File: src/rtl/pen_hit_detector_pkg.sv
// Shared state encodings, position record and default parameters for the
// light-pen hit detector.
package pen_hit_detector_pkg;

  localparam int PEN_SYNC_STAGES = 2;
  localparam int PEN_MIN_HIGH    = 4;
  localparam int PEN_LAT_COMP    = 3;
  localparam int PEN_HIST_DEPTH  = 8;
  localparam int PEN_RELEASE_CYC = 16;

  typedef enum logic [1:0] {
    PEN_IDLE    = 2'd0,
    PEN_QUALIFY = 2'd1,
    PEN_EMIT    = 2'd2,
    PEN_HOLDOFF = 2'd3
  } pen_state_e;

  // One scan-history entry: ok is set only when row and column are both one-hot.
  typedef struct packed {
    logic       ok;
    logic [2:0] row;
    logic [2:0] col;
  } pen_pos_t;

  function automatic logic pen_pos_equal(input pen_pos_t a, input pen_pos_t b);
    return a == b;
  endfunction

endpackage

File: src/rtl/pen_hit_detector_onehot_enc8.sv
// 8-bit one-hot to 3-bit index encoder; o_ok is high only when exactly one
// input bit is set (blanking and multi-hot codes report o_ok=0).
module onehot_enc8 (
  input  logic [7:0] i_onehot,
  output logic [2:0] o_idx,
  output logic       o_ok
);

  logic [2:0] w_idx;
  logic [3:0] w_cnt;

  always_comb begin
    w_idx = '0;
    w_cnt = '0;
    for (int i = 0; i < 8; i++) begin
      if (i_onehot[i]) begin
        w_idx = w_idx | 3'(i);
        w_cnt = w_cnt + 4'd1;
      end
    end
  end

  assign o_idx = w_idx;
  assign o_ok  = (w_cnt == 4'd1);

endmodule

File: src/rtl/pen_hit_detector.sv
// Light-pen hit detector: synchronizes the photodiode, looks back into the
// scan history to undo optical latency, qualifies the pulse and strobes we.
module pen_hit_detector
  import pen_hit_detector_pkg::*;
#(
  parameter int SYNC_STAGES = PEN_SYNC_STAGES,
  parameter int MIN_HIGH    = PEN_MIN_HIGH,
  parameter int LAT_COMP    = PEN_LAT_COMP,
  parameter int HIST_DEPTH  = PEN_HIST_DEPTH,
  parameter int RELEASE_CYC = PEN_RELEASE_CYC
) (
  input  logic       clk,
  input  logic       rst,
  input  logic       en,
  input  logic       pen_in,
  input  logic [7:0] led_row,
  input  logic [7:0] led_col,
  output logic       we,
  output logic [2:0] hit_row,
  output logic [2:0] hit_col,
  output logic       pen_active
);

  localparam int QCNT_W = $clog2(MIN_HIGH + 1);
  localparam int RCNT_W = $clog2(RELEASE_CYC + 1);

  if (SYNC_STAGES < 2) begin : g_bad_sync
    $error("pen_hit_detector: SYNC_STAGES must be >= 2");
  end
  if (MIN_HIGH < 1) begin : g_bad_min_high
    $error("pen_hit_detector: MIN_HIGH must be >= 1");
  end
  if (HIST_DEPTH < 2) begin : g_bad_depth
    $error("pen_hit_detector: HIST_DEPTH must be >= 2");
  end

  logic [SYNC_STAGES-1:0] r_sync;
  logic                   w_pen_s;

  always_ff @(posedge clk or posedge rst) begin
    if (rst) r_sync <= '0;
    else     r_sync <= {r_sync[SYNC_STAGES-2:0], pen_in};
  end

  assign w_pen_s = r_sync[SYNC_STAGES-1];

  logic [2:0] w_row_idx;
  logic [2:0] w_col_idx;
  logic       w_row_ok;
  logic       w_col_ok;
  pen_pos_t   w_cur;

  onehot_enc8 u_row_enc (
    .i_onehot (led_row),
    .o_idx    (w_row_idx),
    .o_ok     (w_row_ok)
  );

  onehot_enc8 u_col_enc (
    .i_onehot (led_col),
    .o_idx    (w_col_idx),
    .o_ok     (w_col_ok)
  );

  assign w_cur = {w_row_ok & w_col_ok, w_row_idx, w_col_idx};

  // r_hist[k] is the position k cycles old; the current position is entry 0.
  pen_pos_t r_hist [1:HIST_DEPTH-1];
  pen_pos_t w_tap;

  always_ff @(posedge clk or posedge rst) begin
    if (rst) begin
      for (int k = 1; k < HIST_DEPTH; k++) r_hist[k] <= '0;
    end else begin
      r_hist[1] <= w_cur;
      for (int k = 2; k < HIST_DEPTH; k++) r_hist[k] <= r_hist[k-1];
    end
  end

  if (LAT_COMP == 0) begin : g_tap_now
    assign w_tap = w_cur;
  end else if (LAT_COMP < HIST_DEPTH) begin : g_tap_hist
    assign w_tap = r_hist[LAT_COMP];
  end else begin : g_bad_lat
    $error("pen_hit_detector: LAT_COMP must be < HIST_DEPTH");
    assign w_tap = '0;
  end

  // Repeat-suppression release timer: reloads while the pen sees light and
  // counts down through dark cycles; the 1->0 step drops the last-hit memory.
  logic [RCNT_W-1:0] r_rel_cnt;
  logic              w_release;

  always_ff @(posedge clk or posedge rst) begin
    if (rst)                  r_rel_cnt <= '0;
    else if (w_pen_s)         r_rel_cnt <= RCNT_W'(RELEASE_CYC);
    else if (r_rel_cnt != '0) r_rel_cnt <= r_rel_cnt - RCNT_W'(1);
  end

  assign w_release = !w_pen_s && (r_rel_cnt == RCNT_W'(1));

  pen_state_e        r_state;
  pen_state_e        w_state_nxt;
  logic [QCNT_W-1:0] r_qcnt;
  logic [QCNT_W-1:0] w_qcnt_nxt;
  pen_pos_t          r_cand;
  pen_pos_t          w_cand_nxt;
  pen_pos_t          r_last;
  logic              r_last_valid;
  logic              w_fresh;
  logic              w_we;
  logic [2:0]        r_hit_row;
  logic [2:0]        r_hit_col;

  assign w_fresh = r_cand.ok && !(r_last_valid && pen_pos_equal(r_cand, r_last));

  always_ff @(posedge clk or posedge rst) begin
    if (rst) begin
      r_state <= PEN_IDLE;
      r_qcnt  <= '0;
      r_cand  <= '0;
    end else begin
      r_state <= w_state_nxt;
      r_qcnt  <= w_qcnt_nxt;
      r_cand  <= w_cand_nxt;
    end
  end

  always_comb begin
    w_state_nxt = r_state;
    w_qcnt_nxt  = r_qcnt;
    w_cand_nxt  = r_cand;
    w_we        = 1'b0;
    case (r_state)
      PEN_IDLE: begin
        w_qcnt_nxt = '0;
        if (w_pen_s) begin
          w_state_nxt = PEN_QUALIFY;
          w_qcnt_nxt  = QCNT_W'(1);
          w_cand_nxt  = w_tap;
        end
      end
      PEN_QUALIFY: begin
        // The IDLE cycle counted the first high sample, so the decision is
        // taken once MIN_HIGH samples have been seen, whatever pen_s does now.
        if (r_qcnt == QCNT_W'(MIN_HIGH)) begin
          w_state_nxt = w_fresh ? PEN_EMIT : PEN_HOLDOFF;
        end else if (w_pen_s) begin
          w_qcnt_nxt = r_qcnt + QCNT_W'(1);
        end else begin
          w_state_nxt = PEN_IDLE;
        end
      end
      PEN_EMIT: begin
        w_we        = 1'b1;
        w_state_nxt = PEN_HOLDOFF;
      end
      PEN_HOLDOFF: begin
        if (!w_pen_s) w_state_nxt = PEN_IDLE;
      end
      default: w_state_nxt = PEN_IDLE;
    endcase
    if (!en) begin
      w_state_nxt = PEN_IDLE;
      w_we        = 1'b0;
    end
  end

  always_ff @(posedge clk or posedge rst) begin
    if (rst) begin
      r_last       <= '0;
      r_last_valid <= 1'b0;
      r_hit_row    <= '0;
      r_hit_col    <= '0;
    end else if (w_we) begin
      r_last       <= r_cand;
      r_last_valid <= 1'b1;
      r_hit_row    <= r_cand.row;
      r_hit_col    <= r_cand.col;
    end else if (w_release) begin
      r_last_valid <= 1'b0;
    end
  end

  // The tag is presented in the strobe cycle itself and held afterwards.
  assign we         = w_we;
  assign hit_row    = w_we ? r_cand.row : r_hit_row;
  assign hit_col    = w_we ? r_cand.col : r_hit_col;
  assign pen_active = w_pen_s;

endmodule

File: config.mk
export PLATFORM = sky130hd
export DESIGN_NAME = pen_hit_detector
export DESIGN_NICKNAME = d
export VERILOG_FILES = /design/src/rtl/pen_hit_detector_pkg.sv /design/src/rtl/pen_hit_detector_onehot_enc8.sv /design/src/rtl/pen_hit_detector.sv
export SDC_FILE = /design/constraint.sdc
export NUM_CORES = 1
export LEC_CHECK = 0
export BUFFER_PORTS_ARGS = -buffer_cell sky130_fd_sc_hd__buf_4
export CAP_MARGIN = 25
export CORE_ASPECT_RATIO = 0.6
export CORE_MARGIN = 2
export CORE_UTILIZATION = 61
export DETAILED_ROUTE_END_ITERATION = 8
export PLACE_DENSITY_LB_ADDON = 0.05
export SYNTH_ARGS = -nofsm -noshare
export SYNTH_HDL_FRONTEND = slang
export SYNTH_SLANG_ARGS = --single-unit
File: constraint.sdc
create_clock -name clk -period 4.58 [get_ports clk]
set_clock_uncertainty 0.05 [all_clocks]
set_input_delay 0.687 -clock clk [delete_from_list [all_inputs] [get_ports clk]]
set_output_delay 0.687 -clock clk [all_outputs]
set_load 0.005 [all_outputs]
Word level (Yosys, flattened, before mapping). Index checks and enable logic that the tools add are counted.

Bits in registers: 54. Input port bits: 20. Output and inout port bits: 8. Word-level logic and storage cells: 110.

$add $sub $neg: 16. Equality and inequality tests: 11. Mux-type cells: 48. Bitwise gates (word level): 1. Reductions and logical operators: 12.

Operators with widths (count): $add A4 B1 Y4 const B (14); $mux W4 (14); $mux W3 (12); $mux W2 (8); $mux W1 (10); $mux W5 (2); $eq A4 B1 Y1 const B (2); $pmux W2 S4 (1); $eq A7 B7 Y1 (1); $pmux W3 S2 (1); $reduce_bool A2 Y1 (3); $eq A5 B1 Y1 const B (1); $reduce_bool A5 Y1 (1); $sub A5 B1 Y5 const B (1); $eq A2 B2 Y1 const B (2); $ne A2 B2 Y1 const B (2); $add A3 B1 Y3 const B (1); $eq A3 B3 Y1 const B (1); $logic_and A1 B1 Y1 (3); $ne A3 B3 Y1 const B (1); $reduce_and A3 Y1 (1); $eq A2 B1 Y1 const B (1); $logic_not A1 Y1 (2); $logic_not A2 Y1 (1); 2 further kinds (2).

Longest topological paths before layout.
Word-level depth: 17. Mapped depth: 22. Depth with buffers taken out: 22.

Hierarchy. From an unflattened synthesis, not the netlist that was laid out.

Cells, all modules: 301. Area, all modules: 3042.9 um2.

By module, submodules not included: pen_hit_detector (instances 1, cells an instance 162, area each 1996.9 um2, sequential area each 1351.3 um2); onehot_enc8 (u_col_enc) (instances 1, cells an instance 70, area each 526.8 um2, sequential area each 0.0 um2); onehot_enc8 (u_row_enc) (instances 1, cells an instance 69, area each 519.2 um2, sequential area each 0.0 um2).

Least setup slack after synthesis. Ideal clock, no wire load.

Kind: input to register. From: in led_col[0]. To: reg r_hist[48] in the netlist's numbering. Setup time: 131 ps. Data arrival time: 4365 ps. Data required time: 4399 ps. Setup slack: 34 ps. Stages: 17. Path buffers: 0. Cell sequence: inv_1 > ha_1 > xor2_2 > ha_1 > mux2_2 > ha_1 > mux2_2 > ha_1 > a221o_1 > ha_1 > nor2b_1 > nor2_1 > ha_1 > nor2b_1 > mux4_2 > nand2_1 > nor4_2.

RTL lines: start, declared (RTL line pen_hit_detector.sv:17) `input logic [7:0] led_col,`; end, declared (RTL line pen_hit_detector.sv:68) `pen_pos_t r_hist [1:HIST_DEPTH-1];`.

==> impl_metrics.env <==
export IMPL_status="complete, no violations"
export IMPL_cts_clk_slew_worst_paths_ns=0.10
export IMPL_start_util=0.653
export IMPL_ctsHoldBuffers=0
export IMPL_wl_mm=5.71
export IMPL_ant_nets=0
export IMPL_swShare=0.333
export IMPL_place_inst=403
export IMPL_setup_worst_path_class="in -> reg"
export IMPL_die_width_um=95.6
export IMPL_clk_path_buf_depth=2
export IMPL_tritoncts="yes"
export IMPL_ff2ff_path_depth=3
export IMPL_post_drt_wl_per_cell_um=13.9
export IMPL_cts_root_buf="clkbuf_8"
export IMPL_finalHoldViolations=0
export IMPL_grt_pass1_vias=2134
export IMPL_first_iter_violations=134
export IMPL_antenna_found_initial=0
export IMPL_firstDrtPassIters=4
export IMPL_avgSynthCellArea_um2=9.85
export IMPL_die_h_um=59.0
export IMPL_pin_count=28
export IMPL_dp_hpwl_mm=4.18
export IMPL_layout_common_cells="nand2_1 (61), dfrtp_1 (54), buf_4 (41)"
export IMPL_fin_crit_ns=4.41
export IMPL_p_int_uw=873
export IMPL_rrSetupSlack_ns=2.47
export IMPL_synthesis_nets=351
export IMPL_drv_slew=0
export IMPL_grt_usage=0.222
export IMPL_crit_fanout=3
export IMPL_crit_arrival_ns=4.56
export IMPL_drc=0
export IMPL_ys_warn_count=0
export IMPL_layout_commonest_cell="nand2_1"
export IMPL_core_area_um2=4710
export IMPL_setup_violations_final=0
export IMPL_cp_endpoint="r_hist[48]$_DFF_PP0_"
export IMPL_ys_flop_type="dfrtp_1"
export IMPL_pwr_share_seq=0.421
export IMPL_reg2reg_from="r_sync[1]$_DFF_PP0_"
export IMPL_vias=2241
export IMPL_io_buffers=27
export IMPL_row_count=19
export IMPL_netlist_instances=312
export IMPL_nets=386
export IMPL_p_switching_uw=435
export IMPL_die_area_um2=5640
export IMPL_synth_edf_count=0
export IMPL_drive_gt1_frac=0.239
export IMPL_synth_async_reset_ratio=1.00
export IMPL_cts_sinks=54
export IMPL_worst_slew_pin_slew_ns=0.646
export IMPL_slew_headroom=0.569
export IMPL_ys_seq_area_frac=0.440
export IMPL_antenna_cells=0
export IMPL_insertion_delay_ns=0.30
export IMPL_r2r_end="r_cand[2]$_DFFE_PP0P_"
export IMPL_final_core_util=0.760
export IMPL_fmax_mhz=227
export IMPL_period_share=0.962
export IMPL_finalWeightedCongestion=0.903
export IMPL_pwr_share_clk=0.205
export IMPL_final_cells=411
export IMPL_cap_violations=0
export IMPL_via_per_inst=5.45
export IMPL_crit_path_start="led_row[1]"
export IMPL_n_fill_cell=330
export IMPL_cts_buffers_inserted=5
export IMPL_critPathRequiredTime_ns=4.74
export IMPL_combPwrFrac=0.374
export IMPL_worstHoldPathType="reg -> reg"
export IMPL_peakVddDrop_uv=261
export IMPL_syn_to_final_growth_pct=16.5
export IMPL_ys_types=51
export IMPL_crit_path_end_kind="flop"
export IMPL_total_leakage_power_uw=0.00160
export IMPL_synth_seq_cells=54
export IMPL_grt_ovfl_total=0
export IMPL_worstSetupStartpointType="primary input"
export IMPL_htreeDepth=2
export IMPL_grt_max_degree=55
export IMPL_cellPowerDensity_nw_per_um2=365
export IMPL_grt_pass1_wl_mm=9.69
export IMPL_syn_cell_area_um2=3070
==> cells by family after synthesis <==
kind of cell,count (synthesis),synth area share
DFF,54,0.440
and+or+nand+nor,123,0.192
adders and majority gates,19,0.0774
AOI/OAI and AO/OA,39,0.0827
muxes,14,0.0623
buffers and inverters,32,0.0415
xor gates and xnor gates,31,0.104
==> critical path: stages <==
cell and delay, ns:
buf_4 0.12, inv_1 0.08, ha_4 0.21, xor2_1 0.16, ha_1 0.32, nand2b_4 0.14, o21a_1 0.19, ha_4 0.22
mux2_4 0.27, ha_4 0.27, nand2_2 0.06, a21oi_2 0.16, ha_1 0.25, mux2_2 0.27, ha_1 0.17, nand2_1 0.07
xnor2_1 0.13, xnor2_1 0.16, xnor2_1 0.11, a21oi_1 0.13, nand4_1 0.12, nor4_2 0.27
==> cell type report <==
| cell class | count | area, um2 | share of cell area |
|---|---|---|---|
| clock buffer | 5 | 68.8 | 0.0192 |
| clock inverter | 3 | 25.0 | 0.00699 |
| inverter | 19 | 71.3 | 0.0199 |
| multi-input combinational | 226 | 1680 | 0.468 |
| sequential | 54 | 1350 | 0.378 |
| tap | 63 | 78.8 | 0.0220 |
| timing repair buffer | 41 | 308 | 0.0860 |
==> sequential cells by signal, indices dropped and copies added (netlist names) <==
| register | cells |
|---|---|
| r_hit_col | 3 |
| r_rel_cnt | 5 |
| r_state | 2 |
| r_hist | 21 |
| r_sync | 2 |
| r_last | 7 |
| r_qcnt | 3 |
| r_last_valid | 1 |
| r_cand | 7 |
| r_hit_row | 3 |
==> cell usage after synthesis, types with 2 or more instances <==
master / n / area, um2
a21boi_0: 2 / 15.0
a21oi_1: 13 / 65.1
a221o_1: 2 / 20.0
a31oi_1: 3 / 18.8
and3_1: 2 / 12.5
buf_2: 5 / 25.0
clkbuf_1: 7 / 26.3
dfrtp_1: 54 / 1350
ha_1: 19 / 238
inv_1: 17 / 63.8
mux2_2: 11 / 124
mux4_2: 3 / 67.6
nand2_1: 62 / 233
nand2b_1: 6 / 37.5
nand3_1: 8 / 40.0
nand3b_1: 4 / 30.0
nor2_1: 15 / 56.3
nor2b_1: 7 / 43.8
nor3_1: 3 / 15.0
nor4_1: 3 / 18.8
o21ai_0: 6 / 30.0
o22ai_1: 2 / 12.5
or4_1: 5 / 37.5
xnor2_1: 17 / 149
xor2_1: 10 / 87.6
==> how the worst min path moves through the flow <==
stage | startpoint | to | depth (start not counted)
floorplan | r_hist[35]$_DFF_PP0_ | r_hist[28]$_DFF_PP0_ | 0
global placement | r_sync[0]$_DFF_PP0_ | r_sync[1]$_DFF_PP0_ | 0
detailed placement | r_hist[39]$_DFF_PP0_ | r_hist[32]$_DFF_PP0_ | 0
CTS | r_hist[37]$_DFF_PP0_ | r_hist[30]$_DFF_PP0_ | 0
global route | r_hist[44]$_DFF_PP0_ | r_hist[37]$_DFF_PP0_ | 0
finish | r_hist[37]$_DFF_PP0_ | r_hist[30]$_DFF_PP0_ | 0
==> per-stage QoR <==
stage               setup slack [ns]  setup TNS, ns  hold WS (ns)  total power (uW)  cell area [um2]
detailed placement            -0.176         -0.176         0.286              1010             3400
global placement             -0.0805        -0.0805         0.282               997             3400
global route               -0.000531      -0.000531         0.315              1400             3580
floorplan                     0.0344              0         0.281               894             3070
finish                         0.174              0         0.294              1310             3580
CTS                            0.136              0         0.295              1280             3500
==> metal layers <==
metal / track usage / share of wire / up-vias
li1: - / - / 1132
met1: 0.354 / 0.53 / 1056
met2: 0.325 / 0.43 / 53
met3: 0.0461 / 0.038 / 0
met4: 0.0245 / 0 / 0
met5: 0 / 0 / -
==> power by group through the flow <==
stage | logic [uW] | clock network [uW] | registers (uW)
final | 489 | 268 | 550
after global routing | 545 | 298 | 557
after CTS | 457 | 276 | 550
after detailed placement | 452 | 0 | 559
after global placement | 439 | 0 | 558
after floorplan | 346 | 0 | 548
==> what timing repair did <==
item,4_1_cts,5_1_grt
gates resized for setup,0,12
buffers inserted,0,0
endpoints found under the setup margin,0,1
(Power assumes the default switching activity.)
